===== config.mk =====
export PLATFORM = sky130hd
export DESIGN_NAME = prach_hb5_pair
export DESIGN_NICKNAME = d
export VERILOG_FILES = /design/src/rtl/prach_hb5_pair.sv
export SDC_FILE = /design/constraint.sdc
export NUM_CORES = 1
export LEC_CHECK = 0
export CAP_MARGIN = 15
export CORE_MARGIN = 2
export CORE_UTILIZATION = 35
export DETAILED_ROUTE_END_ITERATION = 7
export PLACE_DENSITY = 0.51
export REMOVE_ABC_BUFFERS = 1
export SLEW_MARGIN = 10
export SYNTH_ARGS = -nofsm -noshare
export SYNTH_HDL_FRONTEND = slang
export SYNTH_SLANG_ARGS = --single-unit

===== constraint.sdc =====
create_clock -name clk -period 4.8 [get_ports clk]
set_clock_uncertainty 0.2 [all_clocks]
set_input_delay 0.48 -clock clk [delete_from_list [all_inputs] [get_ports clk]]
set_output_delay 0.48 -clock clk [all_outputs]
set_load 0.005 [all_outputs]

===== src/rtl/prach_hb5_pair.sv =====
// Pairs consecutive same-channel samples of a TDM stream into (dp1, dp2) for the
// PRACH half-band decimator, with channel-sequence checking and frame-sync tracking.
module prach_hb5_pair #(
   parameter int unsigned NumChannelUsed = 48,
   parameter int unsigned DataWidth      = 16
) (
   input  logic                 clk,
   input  logic                 rst,
   input  logic [DataWidth-1:0] din_dq,
   input  logic                 din_dv,
   input  logic [7:0]           din_chn,
   input  logic                 sync_in,
   output logic [DataWidth-1:0] dout_dp1,
   output logic [DataWidth-1:0] dout_dp2,
   output logic                 dout_dv,
   output logic [7:0]           dout_chn,
   output logic                 sync_out,
   output logic                 err_seq
);

   localparam int unsigned     ChnW    = 8;
   localparam int unsigned     AddrW   = (NumChannelUsed > 1) ? $clog2(NumChannelUsed) : 1;
   localparam logic [ChnW-1:0] LastChn = ChnW'(NumChannelUsed - 1);

   typedef enum logic [1:0] {
      UNLOCKED = 2'd0,
      EVEN     = 2'd1,
      ODD      = 2'd2
   } state_t;

   state_t              r_state;
   state_t              w_state_nxt;
   logic [ChnW-1:0]     r_exp_chn;
   logic [ChnW-1:0]     w_exp_chn_nxt;
   logic                r_sync_pend;
   logic                w_sync_pend_nxt;
   logic                w_err;
   logic                w_wr_en;
   logic                w_rd_en;
   logic                w_pair_sync;
   logic                w_wrap;
   logic                w_seq_bad;
   logic [ChnW-1:0]     w_chn_inc;
   logic [AddrW-1:0]    w_addr;

   logic [DataWidth-1:0] r_buf [NumChannelUsed];
   logic [DataWidth-1:0] r_rd_dq;
   logic                 r_p1_vld;
   logic                 r_p1_sync;
   logic [DataWidth-1:0] r_p1_dq;
   logic [ChnW-1:0]      r_p1_chn;

   assign w_addr    = din_chn[AddrW-1:0];
   assign w_wrap    = (din_chn == LastChn);
   assign w_chn_inc = w_wrap ? '0 : din_chn + ChnW'(1);
   assign w_seq_bad = (din_chn != r_exp_chn)
                    | (sync_in & (din_chn != '0))
                    | (32'(din_chn) >= NumChannelUsed);

   // Lock / phase / sequence tracking
   always_comb begin
      w_state_nxt     = r_state;
      w_exp_chn_nxt   = r_exp_chn;
      w_sync_pend_nxt = r_sync_pend;
      w_err           = 1'b0;
      w_wr_en         = 1'b0;
      w_rd_en         = 1'b0;
      w_pair_sync     = 1'b0;
      case (r_state)
         UNLOCKED: begin
            if (din_dv && sync_in && (din_chn == '0)) begin
               w_wr_en         = 1'b1;
               w_sync_pend_nxt = 1'b1;
               w_exp_chn_nxt   = w_chn_inc;
               w_state_nxt     = w_wrap ? ODD : EVEN;
            end
         end
         EVEN, ODD: begin
            if (din_dv) begin
               if (w_seq_bad) begin
                  w_err         = 1'b1;
                  w_exp_chn_nxt = '0;
                  w_state_nxt   = UNLOCKED;
               end else begin
                  w_exp_chn_nxt = w_chn_inc;
                  // A legal sync restarts the phase: this sample is always even
                  if (sync_in) begin
                     w_wr_en         = 1'b1;
                     w_sync_pend_nxt = 1'b1;
                     w_state_nxt     = w_wrap ? ODD : EVEN;
                  end else if (r_state == EVEN) begin
                     w_wr_en     = 1'b1;
                     w_state_nxt = w_wrap ? ODD : EVEN;
                  end else begin
                     w_rd_en     = 1'b1;
                     w_pair_sync = r_sync_pend && (din_chn == '0);
                     if (w_pair_sync) begin
                        w_sync_pend_nxt = 1'b0;
                     end
                     w_state_nxt = w_wrap ? EVEN : ODD;
                  end
               end
            end
         end
         default: begin
            w_state_nxt   = UNLOCKED;
            w_exp_chn_nxt = '0;
         end
      endcase
   end

   always_ff @(posedge clk or posedge rst) begin
      if (rst) begin
         r_state     <= UNLOCKED;
         r_exp_chn   <= '0;
         r_sync_pend <= 1'b0;
      end else begin
         r_state     <= w_state_nxt;
         r_exp_chn   <= w_exp_chn_nxt;
         r_sync_pend <= w_sync_pend_nxt;
      end
   end

   // Even-sample store with registered read; write and read never share an address in a frame
   always_ff @(posedge clk) begin
      if (w_wr_en) begin
         r_buf[w_addr] <= din_dq;
      end
      if (w_rd_en) begin
         r_rd_dq <= r_buf[w_addr];
      end
   end

   always_ff @(posedge clk or posedge rst) begin
      if (rst) begin
         r_p1_vld  <= 1'b0;
         r_p1_sync <= 1'b0;
         r_p1_dq   <= '0;
         r_p1_chn  <= '0;
      end else begin
         r_p1_vld  <= w_rd_en;
         r_p1_sync <= w_pair_sync;
         if (w_rd_en) begin
            r_p1_dq  <= din_dq;
            r_p1_chn <= din_chn;
         end
      end
   end

   // Output register; pair fields hold between pulses
   always_ff @(posedge clk or posedge rst) begin
      if (rst) begin
         dout_dv  <= 1'b0;
         sync_out <= 1'b0;
         err_seq  <= 1'b0;
         dout_dp1 <= '0;
         dout_dp2 <= '0;
         dout_chn <= '0;
      end else begin
         dout_dv  <= r_p1_vld;
         sync_out <= r_p1_sync;
         err_seq  <= w_err;
         if (r_p1_vld) begin
            dout_dp1 <= r_p1_dq;
            dout_dp2 <= r_rd_dq;
            dout_chn <= r_p1_chn;
         end
      end
   end

endmodule


==> results.md <==
* Status: complete, no violations
* Final setup TNS at 0 ns
* CP peak stage delay at 0.79 ns
* Dpl cell area at approximately 0.036 mm2
* Critical Path, Cell by Cell: clkdlybuf4s50_1, or3_1, nor4_4, mux2_2, a32oi_1, or3_2, buf_4, nor3_2, buf_4
* Port bufs at 70
* RD Place Congestion at 0.919
* Largest net degree at the start of global routing at between 50 and 60
* Initial drt markers at ~2.8k
* Post-cts sizing count at 0
* CP Capture Type: flop
* Via density at roughly 5.8
* Reg clk slew, reported paths at roughly 0.05 ns
* Final layout net count at between 2k and 2.5k
* Area of the multi-input gates at about 0.0075 mm2
* Sw Pwr at ~3.7 mW
* Layout Utilization at around two fifths
* Max Fclk at ~0.25 GHz
* Post-CTS Hold Buffers at 0
* Global Route Usage Sum at 22.5%
* Slew @ Worst Pin at around 1.2 ns
* EDFF count, synth at a little under 800
* Comb power frac at ~6.5%
* Grt total ovfl at 0
* Netlist cell types at 70
* Vias at 20.1k
* Ports at between 70 and 80
* CP dominant cell by count: buf_4
* Avg Cell Area, Syn at about 17 um2
* Cell Area, Synth at 0.0334 mm2
* Initial antenna violation count at 5
* CP max stage cell: clkdlybuf4s50_1
* #FFs+latches synth at 864
* Final period util at roughly four fifths
* R2R Setup Slk at between 1 and 1.5 ns
* Switching part of the total power at a little under a quarter
* Pwr dens at just over 400 mW/mm2
* Worst VDD drop at approximately 0.27 mV
* Final Power at 16.4 mW
* Critical path class: in2reg
* DRC viols at 0
* H-Tree Level Count at 3
* P_int at approximately 13 mW
* DP Cell Count at 3267
* Hold Path Class: in2reg
* CP Launch Type: primary input
* Final setup viols at 0
* Register area share after synthesis at 76.4%
* Arrival @ worst endpoint at roughly 4 ns
* Hold WS at 0.117 ns
* Clk network pwr share at 42.9%
* Fin. Hold Viols at 0
* Ys Warns at 0
* CP startpoint: din_chn[5]
* Slew HR at between 10% and 20%
* Routed len/inst at between 30 and 40 um
* Final Non-Filler Cells at ~3.4k
* Chip height at about 310 um
* Clock Path Buffers at 3
* Post-route setup slack at just under 0.9 ns
* CP delay by family, top: simple AND/OR/NAND/NOR gates
* Post-route cell area at roughly 0.04 mm2
* Cells after synthesis at between 1.5k and 2k
* Antenna Nets Post-Route at 0
* DP Worst Slack at between 0.3 and 0.4 ns
* Minimum period implied by the final worst setup slack at between 3 and 4 ns
* Clk root buf: clkbuf_16
* Crit-path max FO at 32
* Clk sinks at about 860
* Storage element area at 0.0255 mm2
* Initial Util at about a third
* Dpl hpwl at 69600 um
* Max-cap viol count at 0
* Worst-Skew Late Latency at between 0.6 and 0.7 ns
* Sequential Power Share at about 50%
* Drt pass-1 iters at 6
* Share of layout cells above drive strength 1 at approximately 25%
* Data required time at the worst endpoint at ~4.9 ns
* Unrepaired setup endpoints after global routing: false
* Routed WL at 112000 um
* Leakage at 13.1 nW
* Fill cell count at between 8k and 9k
* Die area at a little under 0.1 mm2
* P&R area growth vs syn at 18.1%
* CTS tree: done
* Row count at between 100 and 150
* Async S/R FF share, synth at 9.26%
* Setup Fix Bufs, Post-CTS at 0
* HP Start: din_chn[3]
* CTS buffer count at 92
* Beginning of the worst register-to-register path: r_buf[39][15]
* CP bufs+invs at 3
* Core area at approximately 0.095 mm2
* Vias in the first global route at slightly below 20k
* Main synth FF type: edfxtp_1
* Global-route wire length before repair at approximately 150000 um
* Die width at around 310 um
* Slew Limit Fails at 0
==> metal layers <==
| layer | GRT usage (%) | wire (um) | vias up |
|---|---|---|---|
| li1 | - | - | 8101 |
| met1 | 31.6 | 45300 | 10531 |
| met2 | 35.2 | 51500 | 1253 |
| met3 | 4.51 | 11400 | 174 |
| met4 | 7.11 | 3330 | 0 |
| met5 | 0 | 0 | - |
==> layout by cell type, fill, tap and decap left out, types with 5 or more instances in the layout <==
cell / instances
and2_1: 6
dfrtp_1: 79
nand2b_1: 8
nor2_1: 58
clkbuf_16: 92
buf_12: 7
buf_4: 148
o21ai_1: 5
o2bb2ai_1: 9
o211ai_1: 18
o21ai_0: 66
clkbuf_1: 25
edfxtp_1: 784
ha_1: 5
a31oi_1: 10
o22ai_1: 13
a221o_1: 17
clkinv_2: 18
a21oi_1: 71
a22oi_1: 62
mux4_2: 28
xnor2_1: 9
clkinv_1: 13
nand3_1: 15
mux2i_1: 69
a222oi_1: 6
nor3_2: 49
buf_2: 7
a22o_1: 14
bufinv_16: 8
clkdlybuf4s50_1: 50
mux2_2: 140
a221oi_1: 81
nor3_1: 5
o2111ai_1: 5
nand2_1: 66
nand3b_1: 5
or4_1: 5
inv_1: 10
==> state kept, by name, indices dropped and copies added (netlist names) <==
register / count
dout_chn: 8
dout_dp1: 16
dout_dp2: 16
dout_dv: 1
err_seq: 1
r_buf: 768
r_exp_chn: 8
r_p1_chn: 8
r_p1_dq: 16
r_p1_sync: 1
r_p1_vld: 1
r_rd_dq: 16
r_state: 2
r_sync_pend: 1
sync_out: 1
==> power groups by stage <==
stage	Sequential (mW)	Combinational, mW	Clock (mW)
6_report	8.28	1.07	7.02
5_1_grt	8.28	1.12	7.43
4_1_cts	8.28	1.06	7.14
3_5_place_dp	8.43	1.06	0
3_3_place_gp	8.43	1.05	0
2_1_floorplan	8.43	0.405	0
==> synthesized netlist by cell type, types with 12 or more instances <==
library cell | instances | area, um2
a22oi_1 | 62 | 465
a21oi_1 | 71 | 355
nor2_1 | 61 | 229
nor3_2 | 20 | 200
buf_1 | 17 | 63.8
a221o_1 | 17 | 170
o21ai_0 | 66 | 330
a22o_1 | 14 | 123
mux2i_1 | 69 | 691
nand3_1 | 15 | 75.1
o22ai_1 | 13 | 81.3
o211ai_1 | 18 | 135
a221oi_1 | 81 | 709
nand2_1 | 66 | 248
dfrtp_1 | 80 | 2000
nor3_1 | 34 | 170
edfxtp_1 | 784 | 23500
mux2_2 | 140 | 1580
inv_1 | 12 | 45.0
clkbuf_1 | 67 | 251
mux4_2 | 28 | 631
buf_2 | 39 | 195
==> worst paths after layout <==
check / end / cells past startpoint
max: r_buf[19][15] / 9
min: r_exp_chn[3] / 3
max reg2reg: r_rd_dq[15] / 7
min reg2reg: sync_out / 0
max in group asynchronous: dout_dp2[15] / 5
min in group asynchronous: r_p1_chn[7] / 3
==> layout make-up <==
| cell class | instances | share of cell area, % |
|---|---|---|
| Timing Repair Buffer | 217 | 4.72 |
| Clock inverter | 50 | 1.32 |
| Clock buffer | 121 | 6.21 |
| Tap cell | 1265 | 4.01 |
| Antenna cell | 4 | 0.0254 |
| Inverter | 13 | 0.127 |
| Multi-Input combinational cell | 910 | 18.9 |
| Sequential cell | 864 | 64.7 |
==> worst reg2reg max path, cell delays in order (launching register included) <==
cell	delay, ns
edfxtp_1	0.36
mux2_2	0.27
a221oi_1	0.52
nor2_1	0.10
a2111oi_0	0.96
buf_4	0.24
a311oi_1	0.09
or3_1	0.42
==> cell families (layout without fill, tap and decap cells) <==
kind of cell             Yosys count  in the layout  share of synthesized area [%]
AO/OA/AOI/OAI                    404            404                           8.61
XOR/XNOR                          10             10                          0.262
adder cells (fa/ha/maj)            5              5                          0.187
buffers and inverters            141            401                           1.82
flip-flops                       864            864                           76.4
multiplexers                     237            237                           8.67
other                              0              4                              0
AND/OR/NAND/NOR                  254            254                           4.02
(Power assumes the default switching activity.)
